`src/rtl/fetch_stage.sv`:
```
// Instruction-fetch stage with IF/ID register, skid buffer, redirect squash and halt.
// Optional stall counter port stall_cnt is built when FETCH_PERF_EN is defined.
module fetch_stage #(
    parameter logic [15:0] RESET_PC  = 16'h0000,
    parameter logic [15:0] NOP_INSTR = 16'h0800
) (
    input  logic        clk,
    input  logic        rst,
    output logic [15:0] imem_addr,
    output logic        imem_rd,
    input  logic [15:0] imem_data,
    input  logic        imem_done,
    input  logic        hazard_stall,
    input  logic        mem_stall,
    input  logic        redirect,
    input  logic [15:0] redirect_pc,
    output logic [15:0] instr_out,
    output logic [15:0] pc2_out,
    output logic        nop_out,
    output logic        fetch_stall
`ifdef FETCH_PERF_EN
    ,
    output logic [15:0] stall_cnt
`endif
);

    typedef enum logic [2:0] {
        S_FETCH,
        S_WAIT,
        S_HOLD,
        S_SQUASH,
        S_HALTED
    } state_t;

    state_t      state_q, state_d;
    logic [15:0] pc_q, pc_d;
    logic [15:0] instr_q, instr_d;
    logic [15:0] pc2_q, pc2_d;
    logic        nop_q, nop_d;
    logic [15:0] buf_q, buf_d;

    logic        hold;
    logic        read_active;
    logic [15:0] pc_plus2;

    assign hold     = hazard_stall | mem_stall;
    assign pc_plus2 = pc_q + 16'd2;

    always_ff @(posedge clk or negedge rst) begin
        if (!rst) begin
            state_q <= S_FETCH;
            pc_q    <= RESET_PC;
            instr_q <= NOP_INSTR;
            pc2_q   <= 16'h0000;
            nop_q   <= 1'b1;
            buf_q   <= NOP_INSTR;
        end else begin
            state_q <= state_d;
            pc_q    <= pc_d;
            instr_q <= instr_d;
            pc2_q   <= pc2_d;
            nop_q   <= nop_d;
            buf_q   <= buf_d;
        end
    end

    // Redirect overrides everything; otherwise each state decides what IF/ID and PC take.
    always_comb begin
        state_d = state_q;
        pc_d    = pc_q;
        instr_d = instr_q;
        pc2_d   = pc2_q;
        nop_d   = nop_q;
        buf_d   = buf_q;
        if (redirect) begin
            pc_d    = redirect_pc;
            instr_d = NOP_INSTR;
            nop_d   = 1'b1;
            buf_d   = NOP_INSTR;
            state_d = (read_active && !imem_done) ? S_SQUASH : S_FETCH;
        end else begin
            case (state_q)
                S_FETCH, S_WAIT: begin
                    if (imem_done) begin
                        if (!hold) begin
                            instr_d = imem_data;
                            pc2_d   = pc_plus2;
                            nop_d   = 1'b0;
                            pc_d    = pc_plus2;
                            state_d = (imem_data[15:11] == 5'b00000) ? S_HALTED : S_FETCH;
                        end else begin
                            buf_d   = imem_data;
                            state_d = S_HOLD;
                        end
                    end else begin
                        state_d = S_WAIT;
                    end
                end
                S_HOLD: begin
                    if (!hold) begin
                        instr_d = buf_q;
                        pc2_d   = pc_plus2;
                        nop_d   = 1'b0;
                        pc_d    = pc_plus2;
                        state_d = (buf_q[15:11] == 5'b00000) ? S_HALTED : S_FETCH;
                    end
                end
                S_SQUASH: begin
                    if (imem_done) begin
                        state_d = S_FETCH;
                    end
                end
                S_HALTED: begin
                    if (!hold) begin
                        instr_d = NOP_INSTR;
                        nop_d   = 1'b1;
                    end
                end
                default: state_d = S_FETCH;
            endcase
        end
    end

    // Read request is suppressed while reset is held so the memory sees no request.
    always_comb begin
        read_active = (state_q == S_FETCH) || (state_q == S_WAIT) || (state_q == S_SQUASH);
        imem_rd     = read_active & rst;
        fetch_stall = imem_rd & ~imem_done & ~redirect;
        imem_addr   = pc_q;
        instr_out   = instr_q;
        pc2_out     = pc2_q;
        nop_out     = nop_q;
    end

`ifdef FETCH_PERF_EN
    logic [15:0] stall_cnt_q, stall_cnt_d;

    always_comb begin
        stall_cnt_d = stall_cnt_q;
        if (fetch_stall && (stall_cnt_q != 16'hFFFF)) begin
            stall_cnt_d = stall_cnt_q + 16'd1;
        end
    end

    always_ff @(posedge clk or negedge rst) begin
        if (!rst) begin
            stall_cnt_q <= 16'h0000;
        end else begin
            stall_cnt_q <= stall_cnt_d;
        end
    end

    assign stall_cnt = stall_cnt_q;
`endif

endmodule
```
`config.mk`:
```
export PLATFORM = sky130hd
export DESIGN_NAME = fetch_stage
export DESIGN_NICKNAME = d
export VERILOG_FILES = /design/src/rtl/fetch_stage.sv
export SDC_FILE = /design/constraint.sdc
export NUM_CORES = 1
export LEC_CHECK = 0
export CAP_MARGIN = 25
export CORE_ASPECT_RATIO = 1.5
export CORE_MARGIN = 5
export CORE_UTILIZATION = 40
export CTS_BUF_LIST = sky130_fd_sc_hd__clkbuf_8 sky130_fd_sc_hd__clkbuf_16
export DETAILED_ROUTE_END_ITERATION = 7
export PLACE_DENSITY_LB_ADDON = 0.2
export SLEW_MARGIN = 20
export SYNTH_ARGS = -nofsm -noshare
export SYNTH_HDL_FRONTEND = slang
export SYNTH_SLANG_ARGS = --single-unit
```
`constraint.sdc`:
```
create_clock -name clk -period 2.3 [get_ports clk]
set_clock_uncertainty 0.2 [all_clocks]
set_input_delay 0.345 -clock clk [delete_from_list [all_inputs] [get_ports clk]]
set_output_delay 0.345 -clock clk [all_outputs]
set_load 0.03 [all_outputs]
```
# ---- After elaboration in Yosys (flattened, before gate mapping)
# Cells that the tools add are included.
# Widths: inputs -> output; s select.
dict set report word_totals {
  ff_bits 68
  inputBits 38
  out_inout_bits 51
  word_cells 75
}
dict set report op_classes {
  add_sub_neg 1
  n_eq_ne 11
  mux 31
  bitwise 6
  reduce_logical 20
}
# operator count
set ops {}
lappend ops {{$mux 16} 14}
lappend ops {{$pmux 16 s2} 2}
lappend ops {{$pmux 16 s3} 1}
lappend ops {{$mux 3} 7}
lappend ops {{$add 16x2->16 const B} 1}
lappend ops {{$ne 3x3->1 const B} 5}
lappend ops {{$pmux 3 s4} 1}
lappend ops {{$reduce_and 3->1} 4}
lappend ops {{$logic_not 5->1} 2}
lappend ops {{$reduce_bool 2->1} 4}
lappend ops {{$eq 3x2->1 const B} 2}
lappend ops {{$reduce_and 5->1} 1}
lappend ops {{$mux 1} 4}
lappend ops {{$ne 2x2->1 const B} 2}
lappend ops {{$reduce_bool 4->1} 1}
lappend ops {{$and 1x1->1} 3}
lappend ops {{$eq 3x1->1 const B} 1}
lappend ops {{$eq 3x3->1 const B} 1}
lappend ops {{$logic_not 3->1} 1}
lappend ops {{$pmux 1 s3} 1}
lappend ops {{$reduce_bool 3->1} 1}
lappend ops {{$logic_or 1x1->1} 2}
lappend ops {{$mux 2} 1}
lappend ops {{$not 1->1} 2}
lappend ops {{other kinds (5)} 5}

# ---- Longest topological paths before layout
dict set report logic_depth {
  word_depth 6
  depth_mapped 7
  ltp_nobuf 5
}

# ---- Worst setup path before layout
# OpenSTA, ideal clock, no wires.
dict set report synth_path {
  kind {reg2out}
  startpoint {register state_q[1]}
  endpoint {output fetch_stall}
  t_arrival_ps 1874
  required_ps 1755
  setup_slack_ps -119
  path_stages_with_launch 5
  path_buffers 1
  path_cell_list {dfrtp_1 buf_2 nand2b_1 and3_1 nor3b_1}
}
dict set report synth_via {
  elab_chain_len 6
  word_cells_on_any_way 8
  cone_classes {eq/ne: 2; bitwise: 3; reduce/logical: 3}
}
# element line
set synth_rtl {}
lappend synth_rtl {{start, declared} 35} ;# state_t state_q, state_d;
lappend synth_rtl {{start signal, assigned} 58} ;# state_q <= state_d;
lappend synth_rtl {{$eq 3x1->1 / $logic_not 3->1 (equally long branches)} 126} ;# read_active = (state_q == S_FETCH) || (state_q == S_WAIT) || (state_q == S_SQUASH);
lappend synth_rtl {{$logic_or 1x1->1} 126}
lappend synth_rtl {{$logic_or 1x1->1 (*)} 126}
lappend synth_rtl {{$and 1x1->1 (*)} 127} ;# imem_rd = read_active & rst;
lappend synth_rtl {{named net imem_rd} 10} ;# output logic imem_rd,
lappend synth_rtl {{$and 1x1->1 (*) (2 in a row)} 128} ;# fetch_stall = imem_rd & ~imem_done & ~redirect;
lappend synth_rtl {{end, declared} 20} ;# output logic fetch_stall
# The timed path passes the listed nets; every way through them passes the cells marked *.

# ---- Worst setup path after layout
dict set report layout_path {
  startpoint {register state_q[0]}
  endpoint {output fetch_stall}
}
dict set report layout_via {
  elab_chain_len 6
  word_cells_on_any_way 8
  cone_classes {eq/ne: 2; bitwise: 3; reduce/logical: 3}
}
# element line
set layout_rtl {}
lappend layout_rtl {{$eq 3x1->1 / $logic_not 3->1 (equally long branches)} 126}
lappend layout_rtl {{$logic_or 1x1->1} 126}
lappend layout_rtl {{$logic_or 1x1->1 (*)} 126}
lappend layout_rtl {{$and 1x1->1 (*)} 127}
lappend layout_rtl {{$and 1x1->1 (*) (2 in a row)} 128}
# Every way passes the cells marked *; elsewhere a longest branch is shown, timed or not.

==> flow_metrics.tcl <==
set metrics [dict create \
    start_util_pct 40.8 \
    syn_inst 367 \
    regArea_um2 1710 \
    path_cells "nand2b_2 > and3_1 > nor3b_2 > buf_4" \
    vias_per_cell 5.51 \
    netlist.top_cell.by_area "dfrtp_1" \
    postCtsSetupBuffers 0 \
    setup_violations 0 \
    clock_latency_ns 0.33 \
    p_leak_nw 2.19 \
    root_buffer "clkbuf_16" \
    synth_adder_area_share_pct 0.350 \
    slew_headroom_pct 40.6 \
    grt_first_pass_wirelength_um 16600 \
    use_met1_pct 22.9 \
    clkSlewWorstSetupHoldPaths_ns 0.05 \
    clock_sinks 68 \
    num_rows 42 \
    wirelength_um 9900 \
    syn_avg_cell_area_um2 9.75 \
    busiest_layer "met2" \
    tns_ns 0 \
    cpMaxStageDelayCell "dfrtp_1" \
    grt_pass1_vias 3341 \
    synthSimpleGateAreaFrac_pct 17.3 \
    fillers 769 \
    cp-end-kind "primary output" \
    rsz0062_at_grt "no" \
    coreArea_um2 8780 \
    critPathLaunchType "flop" \
    hpwl_um 7080 \
    track_usage_pct 19.0 \
    slew_violations 0 \
    multiInputGateArea_um2 1740 \
    synth_compound_area_share_pct 20.4 \
    ant_nets 0 \
    nets 507 \
    timing_worst_setup_path_type "flop to primary output" \
    muxShareOfSynthArea_pct 5.98 \
    port_buffers 88 \
    drtPass1Iterations 4 \
    die_h_um 126 \
    area_growth_pct 41.5 \
    synth_top_family_by_area "compound AO/OA/AOI/OAI gates" \
    diodes 0 \
    cts_buffers 9 \
    synth_seq_cells 68 \
    ys_top_cells_by_count "65 x dfrtp_1, 42 x a21oi_1, 38 x nor2_1, 22 x o31ai_1, 18 x mux2i_1" \
    synth_area_leaders "dfrtp_1 45%, a21oi_1 5.9%, mux2i_1 5.0%" \
    layout-drive-gt1-share_pct 13.1 \
    io_pins 89 \
    synth_enable_flop_cells 0 \
    hold_viol 0 \
    fmax_mhz 454 \
    min_path_type "input port to asynchronous set/reset pin" \
    final.setup.worst_slack_ns 0.0977 \
    slowest_delay_ns 0.44 \
    postCtsHoldBufs 0 \
    seq_area_frac_synth_pct 47.7 \
    htreeDepth 3 \
    worst_pin_slew_ns 0.892 \
    crit_arrival_ns 1.66 \
    yosysWarnings 0 \
    vdd_drop_max_mv 0.422 \
    synth_xor_xnor_area_share_pct 4.16 \
    synthesis.area_um2 3580 \
    die_area_um2 11000 \
    use_met2_pct 33.0 \
    wire_per_inst_um 17.0 \
    synth.top_cell.area_share_pct 45.5 \
    status "completed" \
    r2r_slack_ns 0.16 \
    dp_slack_ns -0.0437 \
    antenna_found_initial 0 \
    async_reset_ff_share_pct 100 \
    cts_buffer_depth 2 \
    cap_violations 0 \
    fin_util_pct 57.7 \
    powerDensity_nw_per_um2 814 \
    overflow 0 \
    grt_util_met3_pct 3.40 \
    worst-endpoint-required_ns 1.75 \
    postSynthNetCount 406 \
    grt_max_degree 69 \
    cts_tree "yes" \
    drt_iter0_markers 147 \
    place.gp.congestion 0.794 \
    drc 0 \
    yosysUniqueCellTypes 46 \
    synth.most_common_cell "dfrtp_1" \
    post-route-period-util_pct 95.8 \
    synth_flop_cell "dfrtp_1" \
    via_count 3212 \
    die-width_um 87.2 \
    fin_crit_ns 2.20 \
    path_max_fanout 6 \
]
[worst max-delay path: cells and delay by family (launching register included)]
kind / cells / cell delay, ns
simple gates: 3 / 0.71
flops: 1 / 0.44
buf+inv: 1 / 0.17
[cell usage in the layout, fill, tap and decap left out, drive strengths merged, types with 5 or more instances in the layout]
master	count
o211ai	5
dfrtp	65
o31ai	22
clkdlybuf4s50	85
or4	10
nor3	6
nand2	13
nor2b	14
xnor2	10
xor2	7
buf	33
a21oi	42
mux2i	18
a31oi	6
a2bb2oi	12
nor2	38
clkbuf	14
nand3	9
inv	8
or3	6
o21ai	10
[repair_timing]
action	4_1_cts	5_1_grt
resized for setup	1	1
endpoints found under the hold margin	0	0
setup endpoints to repair	1	1
[flip-flops by register name, summed over array words and instances (netlist names)]
signal and flops:
buf_q 16, imem_addr 16, instr_out 16, pc2_out 16, state_q 3, nop_out 1
[metrics by stage]
step / total power [mW] / instances / hold slack (ns) / area [um2]
6_report: 4.12 / 583 / 0.0702 / 5060
3_3_place_gp: 2.78 / 567 / 0.284 / 4760
4_1_cts: 4.18 / 583 / 0.113 / 5060
2_1_floorplan: 2.22 / 367 / -0.151 / 3580
5_1_grt: 4.33 / 583 / 0.164 / 5060
3_5_place_dp: 2.81 / 567 / 0.305 / 4760
[cell families after synthesis]
kind of cell / after synthesis
and+or+nand+nor: 115
buffers and inverters: 34
xor gates and xnor gates: 17
AOI/OAI and AO/OA: 111
adders and majority gates: 1
muxes: 21
DFF: 68
[metal layers]
layer	part of all wire (%)	up-vias
met5	0	-
met4	1.9	0
met3	5.1	14
met2	52	97
met1	41	1559
li1	-	1542
[layout make-up]
type	count	area share, %
inverters	6	0.445
flip-flops and latches	68	33.7
clock buffers	14	5.81
clock inverters	2	0.148
well taps	110	2.72
multi-input cells	265	34.3
repair buffers	118	22.9
[path summary, 6_finish.rpt]
check	startpoint	endpoint	cells past startpoint
max	state_q[0]$_DFFE_PN0P_	fetch_stall	4
min	rst	imem_addr[0]$_DFFE_PN0P_	2
max reg2reg	imem_addr[2]$_DFFE_PN0P_	imem_addr[13]$_DFFE_PN0P_	5
min reg2reg	pc2_out[0]$_DFFE_PN0P_	pc2_out[0]$_DFFE_PN0P_	1
max in group asynchronous	rst	imem_addr[1]$_DFFE_PN0P_	2
min in group clk	pc2_out[0]$_DFFE_PN0P_	pc2_out[0]$_DFFE_PN0P_	1
[where the power goes]
| group | total (mW) | switching (mW) | internal [mW] |
|---|---|---|---|
| Combinational | 1.27 | 0.700 | 0.567 |
| Clock | 1.35 | 0.477 | 0.869 |
| Sequential | 1.51 | 0.135 | 1.37 |
| Total | 4.12 | 1.31 | 2.81 |
(Power assumes the default switching activity.)
